$ cat src/rtl/uart_host_sched_pkg.sv
// Shared types and constants for the UART host-bus scheduler.
package uart_host_sched_pkg;

    typedef enum logic [1:0] {
        IDLE      = 2'b00,
        WR_STROBE = 2'b01,
        RD_STROBE = 2'b10,
        GUARD     = 2'b11
    } sched_state_t;

    // Requester index width (NUM_REQ is at most 8)
    localparam int unsigned IDX_W   = 3;
    // Guard counter width (GUARD_CYCLES is at most 7)
    localparam int unsigned GUARD_W = 3;
    // Timeout counter width (TIMEOUT is at most 255)
    localparam int unsigned TMO_W   = 8;

    // Index following idx, wrapping at n
    function automatic logic [IDX_W-1:0] next_idx(input logic [IDX_W-1:0] idx,
                                                  input int unsigned n);
        int unsigned tmp;
        tmp = 32'(idx) + 32'd1;
        if (tmp >= n) begin
            return '0;
        end
        return IDX_W'(tmp);
    endfunction

endpackage

$ cat src/rtl/uart_host_sched_if.sv
// Byte-level host bus between the scheduler and the UART core.
interface uart_host_sched_if;

    logic       uart_csn;
    logic       uart_wen;
    logic       uart_oen;
    logic [7:0] uart_data_in;
    logic       uart_txrdy;
    logic       uart_rxrdy;
    logic [7:0] uart_data_out;
    logic       uart_parity_err;
    logic       uart_framing_err;

    modport master (
        output uart_csn, uart_wen, uart_oen, uart_data_in,
        input  uart_txrdy, uart_rxrdy, uart_data_out,
        input  uart_parity_err, uart_framing_err
    );

    modport slave (
        input  uart_csn, uart_wen, uart_oen, uart_data_in,
        output uart_txrdy, uart_rxrdy, uart_data_out,
        output uart_parity_err, uart_framing_err
    );

endinterface

$ cat src/rtl/uart_rr_arbiter.sv
// Combinational round-robin pick: first valid requester at or after ptr, wrapping.
module uart_rr_arbiter
    import uart_host_sched_pkg::*;
#(
    parameter int unsigned NUM_REQ = 4
) (
    input  logic [NUM_REQ-1:0] valid,
    input  logic [IDX_W-1:0]   ptr,
    output logic [NUM_REQ-1:0] winner,
    output logic [IDX_W-1:0]   winner_idx,
    output logic               found
);

    logic [NUM_REQ-1:0] rot;
    int unsigned        sum;

    // Rotate valid so bit 0 is the pointer position, then take the first set bit
    always_comb begin
        rot        = NUM_REQ'({valid, valid} >> ptr);
        found      = 1'b0;
        winner_idx = '0;
        winner     = '0;
        sum        = 0;
        for (int unsigned i = 0; i < NUM_REQ; i++) begin
            if (!found && rot[i]) begin
                found = 1'b1;
                sum   = 32'(ptr) + i;
                if (sum >= NUM_REQ) begin
                    sum = sum - NUM_REQ;
                end
                winner_idx = IDX_W'(sum);
            end
        end
        for (int unsigned k = 0; k < NUM_REQ; k++) begin
            winner[k] = found && (winner_idx == IDX_W'(k));
        end
    end

endmodule

$ cat src/rtl/uart_host_sched.sv
// UART host-bus scheduler: message-granular round-robin transmit arbitration,
// receive drain with priority, guard interval after every strobe, owner timeout.
module uart_host_sched
    import uart_host_sched_pkg::*;
#(
    parameter int unsigned NUM_REQ      = 4,
    parameter int unsigned GUARD_CYCLES = 2,
    parameter int unsigned TIMEOUT      = 16
) (
    input  logic                 CLK,
    input  logic                 RESET_N,
    input  logic [NUM_REQ-1:0]   req_valid,
    input  logic [8*NUM_REQ-1:0] req_data,
    input  logic [NUM_REQ-1:0]   req_last,
    output logic [NUM_REQ-1:0]   req_ready,
    output logic [NUM_REQ-1:0]   grant,
    output logic                 abort,
    output logic [2:0]           abort_id,
    uart_host_sched_if.master    uart,
    output logic [7:0]           rx_data,
    output logic                 rx_valid,
    output logic                 rx_parity_err,
    output logic                 rx_framing_err
);

    sched_state_t       state;
    sched_state_t       state_next;
    logic [IDX_W-1:0]   ptr;
    logic [IDX_W-1:0]   owner_idx;
    logic [IDX_W-1:0]   win_idx;
    logic [NUM_REQ-1:0] win_oh;
    logic [NUM_REQ-1:0] sel_oh;
    logic               win_any;
    logic               locked;
    logic               last_q;
    logic               owner_valid;
    logic               read_go;
    logic               write_go;
    logic               timeout_hit;
    logic               sel_last;
    logic [7:0]         sel_data;
    logic [GUARD_W-1:0] guard_cnt;
    logic [TMO_W-1:0]   tmo_cnt;
    logic               csn_q;
    logic               wen_q;
    logic               oen_q;
    logic [7:0]         data_in_q;

    uart_rr_arbiter #(
        .NUM_REQ(NUM_REQ)
    ) u_arb (
        .valid      (req_valid),
        .ptr        (ptr),
        .winner     (win_oh),
        .winner_idx (win_idx),
        .found      (win_any)
    );

    // IDLE decisions: read first, then the locked owner, then a fresh winner
    always_comb begin
        owner_valid = |(req_valid & grant);
        sel_oh      = locked ? grant : win_oh;
        read_go     = (state == IDLE) && uart.uart_rxrdy;
        write_go    = (state == IDLE) && !uart.uart_rxrdy && uart.uart_txrdy &&
                      (locked ? owner_valid : win_any);
        req_ready   = write_go ? (sel_oh & req_valid) : '0;
        timeout_hit = (state == IDLE) && locked && !owner_valid &&
                      (tmo_cnt == TMO_W'(TIMEOUT - 1));
        sel_last    = |(req_last & sel_oh);
        sel_data    = '0;
        for (int unsigned k = 0; k < NUM_REQ; k++) begin
            if (sel_oh[k]) begin
                sel_data = req_data[8*k +: 8];
            end
        end
    end

    // Next-state logic
    always_comb begin
        state_next = state;
        case (state)
            IDLE: begin
                if (read_go) begin
                    state_next = RD_STROBE;
                end else if (write_go) begin
                    state_next = WR_STROBE;
                end
            end
            WR_STROBE: state_next = GUARD;
            RD_STROBE: state_next = GUARD;
            GUARD: begin
                if (guard_cnt == GUARD_W'(GUARD_CYCLES - 1)) begin
                    state_next = IDLE;
                end
            end
            default: state_next = IDLE;
        endcase
    end

    // State register
    always_ff @(posedge CLK or negedge RESET_N) begin
        if (!RESET_N) begin
            state <= IDLE;
        end else begin
            state <= state_next;
        end
    end

    // Guard interval counter, cleared outside GUARD
    always_ff @(posedge CLK or negedge RESET_N) begin
        if (!RESET_N) begin
            guard_cnt <= '0;
        end else if (state == GUARD) begin
            guard_cnt <= guard_cnt + 1'b1;
        end else begin
            guard_cnt <= '0;
        end
    end

    // Ownership, round-robin pointer and timeout release
    always_ff @(posedge CLK or negedge RESET_N) begin
        if (!RESET_N) begin
            locked    <= 1'b0;
            grant     <= '0;
            owner_idx <= '0;
            ptr       <= '0;
            last_q    <= 1'b0;
            tmo_cnt   <= '0;
            abort     <= 1'b0;
            abort_id  <= '0;
        end else begin
            abort <= 1'b0;
            if (write_go) begin
                last_q  <= sel_last;
                tmo_cnt <= '0;
                if (!locked) begin
                    locked    <= 1'b1;
                    grant     <= win_oh;
                    owner_idx <= win_idx;
                end
            end else if (timeout_hit) begin
                locked   <= 1'b0;
                grant    <= '0;
                ptr      <= next_idx(owner_idx, NUM_REQ);
                abort    <= 1'b1;
                abort_id <= owner_idx;
                tmo_cnt  <= '0;
            end else if ((state == IDLE) && locked && !owner_valid) begin
                tmo_cnt <= tmo_cnt + 1'b1;
            end
            // Release once the final byte of the message has been strobed
            if ((state == WR_STROBE) && last_q) begin
                locked <= 1'b0;
                grant  <= '0;
                ptr    <= next_idx(owner_idx, NUM_REQ);
            end
        end
    end

    // Registered UART strobes, asserted exactly while in a strobe state
    always_ff @(posedge CLK or negedge RESET_N) begin
        if (!RESET_N) begin
            csn_q     <= 1'b1;
            wen_q     <= 1'b1;
            oen_q     <= 1'b1;
            data_in_q <= '0;
        end else begin
            csn_q <= !((state_next == WR_STROBE) || (state_next == RD_STROBE));
            wen_q <= !(state_next == WR_STROBE);
            oen_q <= !(state_next == RD_STROBE);
            if (write_go) begin
                data_in_q <= sel_data;
            end
        end
    end

    assign uart.uart_csn     = csn_q;
    assign uart.uart_wen     = wen_q;
    assign uart.uart_oen     = oen_q;
    assign uart.uart_data_in = data_in_q;

    // Receive capture at the end of the read strobe; valid pulses the next cycle
    always_ff @(posedge CLK or negedge RESET_N) begin
        if (!RESET_N) begin
            rx_data        <= '0;
            rx_valid       <= 1'b0;
            rx_parity_err  <= 1'b0;
            rx_framing_err <= 1'b0;
        end else begin
            rx_valid <= (state == RD_STROBE);
            if (state == RD_STROBE) begin
                rx_data        <= uart.uart_data_out;
                rx_parity_err  <= uart.uart_parity_err;
                rx_framing_err <= uart.uart_framing_err;
            end
        end
    end

endmodule

$ cat src/flat_wrapper.sv
// flat-port wrapper written by rule: the top's interface ports become plain ports
module uart_host_sched_flat import uart_host_sched_pkg::*;
#(
    parameter int unsigned NUM_REQ      = 4,
    parameter int unsigned GUARD_CYCLES = 2,
    parameter int unsigned TIMEOUT      = 16
)
  (CLK, RESET_N, req_valid, req_data, req_last, req_ready, grant, abort, abort_id, rx_data, rx_valid, rx_parity_err, rx_framing_err, uart_uart_csn, uart_uart_wen, uart_uart_oen, uart_uart_data_in, uart_uart_txrdy, uart_uart_rxrdy, uart_uart_data_out, uart_uart_parity_err, uart_uart_framing_err);
  uart_host_sched_if uart_i ();
  input  logic CLK;
  input  logic RESET_N;
  input  logic [NUM_REQ-1:0] req_valid;
  input  logic [8*NUM_REQ-1:0] req_data;
  input  logic [NUM_REQ-1:0] req_last;
  output logic [NUM_REQ-1:0] req_ready;
  output logic [NUM_REQ-1:0] grant;
  output logic abort;
  output logic [2:0] abort_id;
  output logic [7:0] rx_data;
  output logic rx_valid;
  output logic rx_parity_err;
  output logic rx_framing_err;
  output wire logic [$bits(uart_i.uart_csn)-1:0] uart_uart_csn;
  output wire logic [$bits(uart_i.uart_wen)-1:0] uart_uart_wen;
  output wire logic [$bits(uart_i.uart_oen)-1:0] uart_uart_oen;
  output wire logic [$bits(uart_i.uart_data_in)-1:0] uart_uart_data_in;
  input wire logic [$bits(uart_i.uart_txrdy)-1:0] uart_uart_txrdy;
  input wire logic [$bits(uart_i.uart_rxrdy)-1:0] uart_uart_rxrdy;
  input wire logic [$bits(uart_i.uart_data_out)-1:0] uart_uart_data_out;
  input wire logic [$bits(uart_i.uart_parity_err)-1:0] uart_uart_parity_err;
  input wire logic [$bits(uart_i.uart_framing_err)-1:0] uart_uart_framing_err;
  assign uart_uart_csn = uart_i.uart_csn;
  assign uart_uart_wen = uart_i.uart_wen;
  assign uart_uart_oen = uart_i.uart_oen;
  assign uart_uart_data_in = uart_i.uart_data_in;
  assign uart_i.uart_txrdy = uart_uart_txrdy;
  assign uart_i.uart_rxrdy = uart_uart_rxrdy;
  assign uart_i.uart_data_out = uart_uart_data_out;
  assign uart_i.uart_parity_err = uart_uart_parity_err;
  assign uart_i.uart_framing_err = uart_uart_framing_err;
  uart_host_sched #(.NUM_REQ(NUM_REQ), .GUARD_CYCLES(GUARD_CYCLES), .TIMEOUT(TIMEOUT)) u_core (.CLK(CLK), .RESET_N(RESET_N), .req_valid(req_valid), .req_data(req_data), .req_last(req_last), .req_ready(req_ready), .grant(grant), .abort(abort), .abort_id(abort_id), .uart(uart_i), .rx_data(rx_data), .rx_valid(rx_valid), .rx_parity_err(rx_parity_err), .rx_framing_err(rx_framing_err));
endmodule
$ cat config.mk
export PLATFORM = sky130hd
export DESIGN_NAME = uart_host_sched_flat
export DESIGN_NICKNAME = d
export VERILOG_FILES = /design/src/rtl/uart_host_sched_pkg.sv /design/src/rtl/uart_host_sched_if.sv /design/src/rtl/uart_rr_arbiter.sv /design/src/rtl/uart_host_sched.sv /design/src/flat_wrapper.sv
export SDC_FILE = /design/constraint.sdc
export NUM_CORES = 1
export LEC_CHECK = 0
export ABC_CLOCK_PERIOD_IN_PS = 3800
export CORE_MARGIN = 4
export CORE_UTILIZATION = 30
export CTS_CLUSTER_DIAMETER = 30
export CTS_CLUSTER_SIZE = 12
export DETAILED_ROUTE_END_ITERATION = 12
export PLACE_DENSITY = 0.65
export SETUP_SLACK_MARGIN = 0.4
export SLEW_MARGIN = 0
export SYNTH_ARGS = -nofsm -noshare
export SYNTH_HDL_FRONTEND = slang
export SYNTH_SLANG_ARGS = --single-unit
$ cat constraint.sdc
create_clock -name CLK -period 3.8 [get_ports CLK]
set_clock_uncertainty 0.05 [all_clocks]
set_input_delay 0.95 -clock CLK [delete_from_list [all_inputs] [get_ports CLK]]
set_output_delay 0.95 -clock CLK [all_outputs]
set_load 0.005 [all_outputs]
==> flow_summary.json, run 1 <==
{
  "grt_first_pass_wirelength_microns": 17200,
  "root_buffer": "clkbuf_16",
  "critPathSlowestCell": "mux4_2",
  "fin_ws_ns": -0.0655,
  "cp.required_ns": 2.80,
  "die_x_microns": 115,
  "coreArea_sq_um": 11100,
  "postSynthAreaPerCell_sq_um": 8.96,
  "drtPass1Iterations": 5,
  "grt_pass1_vias": 3554,
  "met2WireLength_microns": 5240,
  "cp-start-kind": "primary input",
  "drt-total-wl_microns": 10900,
  "netlist_instances": 386,
  "ctsHtreeMaxLevel": 2,
  "ys_warn_count": 0,
  "power_w": 0.00376,
  "grt_use_total": 0.159,
  "dp_slack_ns": -0.990,
  "clk_pin_slew_ns": 0.08,
  "cap_violations": 0,
  "synth_ff_type": "dfrtp_1",
  "via_per_inst": 5.28,
  "yosys.area.top_type": "dfrtp_1",
  "finalHoldViolCount": 0,
  "syn-num-nets": 452,
  "finalSetupViolCount": 3,
  "syn_to_final_growth_pct": 54.1,
  "ys_types": 58,
  "n_antenna_cell": 0,
  "violations": "negative setup slack",
  "leakagePower_nw": 2.34,
  "io_buffers": 87,
  "drive_above_1_share": 0.275,
  "die_h_microns": 115,
  "worst_ep_arrival_time_ns": 2.87,
  "ys_top_cells_by_area": "dfrtp_1 (35%), nand2_1 (7.4%), ha_1 (4.3%)",
  "rsz0062_at_grt": "yes",
  "drc": 0,
  "period_needed_ns": 3.87,
  "fillers": 1035,
  "syn_area_sq_um": 3460,
  "max_stage_delay_ns": 0.49,
  "drt-wirelength-per-cell_microns": 16.1,
  "io_pins": 88,
  "ant_nets": 0,
  "worstMarginPinSlew_ns": 0.770,
  "relSlewSlack": 0.487,
  "drt_iter0_drc": 224,
  "num_vias": 3560,
  "cts_tree": "built",
  "synth_enable_flop_cells": 0,
  "final_util": 0.481,
  "tns_ns": -0.118,
  "worstPathMaxFanout": 5,
  "numCtsBuffers": 5,
  "timing.fmax_mhz": 259,
  "grt_max_degree": 35,
  "dieArea_sq_um": 13300,
  "maxUsedRoutingLayer": "met4",
  "gp_congestion": 0.858,
  "cts_sinks": 51,
  "start_util": 0.312,
  "fin_nets": 599,
  "vdd_drop_max_v": 0.000255,
  "end_kind": "output pin",
  "hold_path_class": "register to register",
  "clk_latency_ns": 0.29,
  "whs_ns": 0.431,
  "async_flop_share": 1.00,
  "wirelength_met1_microns": 4780,
  "overflow": 0,
  "antenna_found_initial": 0,
  "status": "complete, but fails checks",
  "synth.top_cell.area_share": 0.347,
  "p_per_area_nw_per_um2": 706,
  "finalCritPeriodShare": 1.02,
  "cts_buffer_depth": 2,
  "critPathMostFrequentCell": "buf_6",
  "hpwl_microns": 7950,
  "ys_seq_area_frac": 0.370,
  "num_rows": 38,
  "synth_seq_cells": 51,
  "drv_slew": 0,
  "met3_wirelength_microns": 687,
  "cp_cell_sequence": "buf_8 > buf_6 > mux4_2 > a311o_1 > and2_4 > a21o_4 > o31ai_4 > and3_4 > buf_6",
  "critical_path_class": "primary input to output pin"
}
[metrics by stage]
stage	cell area [sq um]	std cells
3_5_place_dp	4820	647
2_1_floorplan	3480	386
3_3_place_gp	4820	647
6_report	5330	674
5_1_grt	5330	674
4_1_cts	5160	664
[what timing repair did]
action / in CTS / in global routing
hold buffers: 0 / 0
endpoints found under the setup margin: 19 / 4
pin swaps: 11 / 17
gates resized for setup: 52 / 30
buffers inserted: 9 / 10
hold endpoints to repair: 0 / 0
[flip-flops by register name, summed over array words and instances (netlist names), 2 cells and up]
signal / flops
u_core.grant: 4
u_core.owner_idx: 3
u_core.rx_data: 8
u_core.ptr: 3
u_core.state: 2
u_core.uart.uart_data_in: 8
u_core.tmo_cnt: 8
u_core.guard_cnt: 3
u_core.abort_id: 3
[worst max-delay path, delay by kind of cell]
kind | cells | cell delay, ns
AO/OA/AOI/OAI | 3 | 0.71
multiplexers | 1 | 0.49
AND/OR/NAND/NOR | 2 | 0.40
buffers and inverters | 3 | 0.31
[final cells by class]
cell class | instances | area [sq um] | share of cell area
tap | 140 | 175 | 0.0329
clock inverter | 3 | 47.5 | 0.00893
timing repair buffer | 167 | 1500 | 0.281
inverter | 21 | 78.8 | 0.0148
clock buffer | 5 | 125 | 0.0235
multi-input combinational | 287 | 2120 | 0.398
sequential | 51 | 1280 | 0.241
[synthesized netlist by cell type, types with 4 or more instances]
library cell  instances
buf_2                 8
dfrtp_1              48
nand3b_1              7
a22o_1                7
o21ai_1              15
a21oi_1              13
a211o_1               8
xor2_1                6
and3_1                4
nor4_1               10
a41o_1                8
nand3_1               9
nand2_1              68
nor3_1                5
buf_6                 5
o221ai_1              8
nor2b_1               6
inv_1                19
a211oi_1             19
o21ai_0               6
ha_1                 12
clkbuf_1             13
mux2_2               10
nand2b_1              4
nor2_1               15
and2_1                6
[cell usage in the layout (no fill, tap or decap), types with 5 or more instances in the layout]
master | synthesis | layout
clkdlybuf4s50_1 | 0 | 78
buf_4 | 0 | 71
nand2_1 | 68 | 68
dfrtp_1 | 48 | 46
inv_1 | 19 | 18
a211oi_1 | 19 | 16
o21ai_1 | 15 | 14
nor2_1 | 15 | 14
a21oi_1 | 13 | 12
ha_1 | 12 | 12
buf_6 | 5 | 12
mux2_2 | 10 | 10
nand3_1 | 9 | 9
nor4_1 | 10 | 9
a41o_1 | 8 | 8
o221ai_1 | 8 | 8
a211o_1 | 8 | 8
nand3b_1 | 7 | 7
a22o_1 | 7 | 7
nor2b_1 | 6 | 6
o21ai_0 | 6 | 6
xor2_1 | 6 | 6
and2_1 | 6 | 5
clkbuf_16 | 0 | 5
[per-layer routing]
layer  GRT usage  up-vias
li1            -     1710
met1       0.206     1726
met2       0.273      107
met3      0.0379       17
met4      0.0321        0
met5           0        -
[power by group]
group	switching, W	internal [W]	total (W)
Combinational	0.00112	0.00123	0.00235
Sequential	0.000143	0.000749	0.000892
Clock	0.000205	0.000314	0.000519
[final timing paths]
kind / startpoint / endpoint / slack (ns) / cells after the start
worst max-delay path: req_valid[3] / req_ready[3] / -0.07 / 9
worst min-delay path: u_core.abort_id[2] / u_core.abort_id[2] / 0.43 / 2
worst max register to register: u_core.ptr[0] / u_core.uart.uart_oen / 0.81 / 14
worst min register to register: u_core.abort_id[2] / u_core.abort_id[2] / 0.43 / 2
max in group asynchronous: RESET_N / u_core.uart.uart_data_in[3] / 2.28 / 2
min in group asynchronous: RESET_N / u_core.tmo_cnt[1] / 0.68 / 1
[logic make-up after synthesis]
| group | synth area share |
|---|---|
| adders and majority gates | 0.0434 |
| AOI/OAI and AO/OA | 0.239 |
| and+or+nand+nor | 0.215 |
| xor gates and xnor gates | 0.0152 |
| buffers and inverters | 0.0659 |
| muxes | 0.0510 |
| DFF | 0.370 |
Note: power is estimated with default switching activity, not from simulation.
==> run 2: changes to the inputs <==
--- a/config.mk
+++ b/config.mk
@@ -5,13 +5,13 @@
 export SDC_FILE = /design/constraint.sdc
 export NUM_CORES = 1
 export LEC_CHECK = 0
-export ABC_CLOCK_PERIOD_IN_PS = 3800
+export ABC_CLOCK_PERIOD_IN_PS = 4500
 export CORE_MARGIN = 4
 export CORE_UTILIZATION = 30
 export CTS_CLUSTER_DIAMETER = 30
 export CTS_CLUSTER_SIZE = 12
 export DETAILED_ROUTE_END_ITERATION = 12
-export PLACE_DENSITY = 0.65
+export PLACE_DENSITY = 0.63
 export SETUP_SLACK_MARGIN = 0.4
 export SLEW_MARGIN = 0
 export SYNTH_ARGS = -nofsm -noshare
==> constraint.sdc (replaced) <==
create_clock -name CLK -period 4.5 [get_ports CLK]
set_clock_uncertainty 0.05 [all_clocks]
set_input_delay 0.9 -clock CLK [delete_from_list [all_inputs] [get_ports CLK]]
set_output_delay 0.9 -clock CLK [all_outputs]
set_load 0.005 [all_outputs]
==> flow_summary.json, run 2 (same netlist as run 1, synthesis figures left out) <==
{
  "status": "completed",
  "cts_sinks": 51,
  "whs_ns": 0.425,
  "final_common_cell": "clkdlybuf4s50_1",
  "ant_nets": 0,
  "numCtsBuffers": 5,
  "fin_nets": 557,
  "period_needed_ns": 4.04,
  "ctsHtreeMaxLevel": 2,
  "clk_pin_slew_ns": 0.07,
  "p_int_w": 0.00175,
  "root_buffer": "clkbuf_16",
  "timing.fmax_mhz": 248,
  "die_h_microns": 115,
  "hpwl_microns": 7710,
  "grt_pass1_vias": 3436,
  "finalHoldViolCount": 0,
  "end_kind": "output pin",
  "path_buf_inv": 4,
  "crit_family": "buffers and inverters",
  "critPathSlowestCell": "a211oi_1",
  "layout_common_cells": "clkdlybuf4s50_1 (78), nand2_1 (68), dfrtp_1 (47)",
  "cp.required_ns": 3.55,
  "cp-start-kind": "primary input",
  "rsz0062_at_grt": "no",
  "power_frac_clock": 0.148,
  "p_per_area_nw_per_um2": 594,
  "dieArea_sq_um": 13300,
  "comb_power_share": 0.578,
  "grt_first_pass_wirelength_microns": 16500,
  "finalSetupViolCount": 0,
  "n_antenna_cell": 0,
  "drt_iter0_drc": 292,
  "die_x_microns": 115,
  "antenna_found_initial": 0,
  "final_util": 0.446,
  "grt_use_total": 0.152,
  "swShare": 0.404,
  "drtPass1Iterations": 5,
  "cts_tree": "built",
  "drt-total-wl_microns": 10400,
  "overflow": 0,
  "coreArea_sq_um": 11100,
  "max_stage_delay_ns": 0.33,
  "p_switching_w": 0.00118,
  "worst_ep_arrival_time_ns": 3.09,
  "drive_above_1_share": 0.189,
  "num_rows": 38,
  "seqPwrFrac": 0.275,
  "gp_congestion": 0.837,
  "leakagePower_nw": 2.14,
  "finalCritPeriodShare": 0.897,
  "vdd_drop_max_v": 0.000285,
  "io_buffers": 87,
  "critical_path_class": "primary input to output pin",
  "critPathMostFrequentCell": "buf_4",
  "drt-wirelength-per-cell_microns": 16.5,
  "cap_violations": 0,
  "drc": 0,
  "num_vias": 3402,
  "cp_cell_sequence": "clkdlybuf4s15_2 > mux2_1 > a211oi_1 > buf_4 > nor4_2 > a211oi_2 > buf_4 > o31ai_4 > and3_1 > dlygate4sd2_1",
  "worstPathMaxFanout": 7,
  "io_pins": 88,
  "relSlewSlack": 0.511,
  "fillers": 1071,
  "hold_path_class": "register to register",
  "clk_latency_ns": 0.29,
  "start_util": 0.312,
  "drv_slew": 0,
  "cts_buffer_depth": 2,
  "grt_max_degree": 38,
  "via_per_inst": 5.38,
  "syn_to_final_growth_pct": 42.8,
  "worstMarginPinSlew_ns": 0.734
}
[run 2: timing repair]
item | 4_1_cts | 5_1_grt
buffers inserted | 3 | 2
hold buffers | 0 | 0
gates resized for setup | 28 | 10
pin swaps | 11 | 1
setup endpoints to repair | 4 | 2
[run 2: power by group through the flow]
stage / clock network, W / registers (W) / logic (W)
3_5_place_dp: 0 / 0.000800 / 0.00158
5_1_grt: 0.000474 / 0.000830 / 0.00184
6_report: 0.000432 / 0.000805 / 0.00169
4_1_cts: 0.000445 / 0.000797 / 0.00164
3_3_place_gp: 0 / 0.000795 / 0.00155
2_1_floorplan: 0 / 0.000739 / 0.00102
[run 2: layer usage]
layer	track usage	share of wire	vias up
li1	-	-	1624
met1	0.206	0.45	1610
met2	0.236	0.45	133
met3	0.0353	0.068	35
met4	0.0579	0.034	0
met5	0	0	-
[run 2: layout make-up]
type	instances	area, sq um	area share
timing repair buffer	125	1150	0.234
clock inverter	3	43.8	0.00887
clock buffer	5	125	0.0253
inverter	21	78.8	0.0160
multi-input combinational	287	2080	0.421
sequential	51	1280	0.260
tap	140	175	0.0355
[run 2: worst reg2reg max path: stages, from the launching register on]
cell and delay (ns):
dfrtp_2 0.60, inv_2 0.19, ha_1 0.36, inv_1 0.11, o31ai_1 0.27, o22a_1 0.23
a211oi_2 0.07, buf_4 0.17, buf_4 0.15, a21oi_1 0.58, a211oi_1 0.19, a211o_1 0.27
[run 2: metrics by stage]
step	setup TNS, ns	std cells	total power [W]	area, sq um	setup WS, ns
4_1_cts	0	630	0.00289	4870	0.293
2_1_floorplan	0	386	0.00176	3460	0.608
3_3_place_gp	-0.341	619	0.00235	4600	-0.120
3_5_place_dp	-0.747	619	0.00238	4600	-0.235
5_1_grt	0	632	0.00315	4940	0.397
6_report	0	632	0.00293	4940	0.463
[run 2: final timing paths]
| kind | from | to | slack (ns) | cells past startpoint |
|---|---|---|---|---|
| setup / recovery | req_valid[2] | req_ready[3] | 0.46 | 10 |
| hold / removal | u_core.abort_id[2] | u_core.abort_id[2] | 0.43 | 2 |
| setup reg to reg | u_core.ptr[0] | u_core.uart.uart_data_in[4] | 1.14 | 11 |
| hold reg to reg | u_core.abort_id[2] | u_core.abort_id[2] | 0.43 | 2 |
| max in group asynchronous | RESET_N | u_core.ptr[0] | 3.14 | 2 |
| min in group asynchronous | RESET_N | u_core.rx_data[2] | 0.45 | 1 |
==> run 3: changes to the inputs <==
--- a/config.mk
+++ b/config.mk
@@ -17,3 +17,4 @@
 export SYNTH_ARGS = -nofsm -noshare
 export SYNTH_HDL_FRONTEND = slang
 export SYNTH_SLANG_ARGS = --single-unit
+export TNS_END_PERCENT = 100
==> results of run 3 <==
Final layout, timing and power as in run 2 (identical DEF).
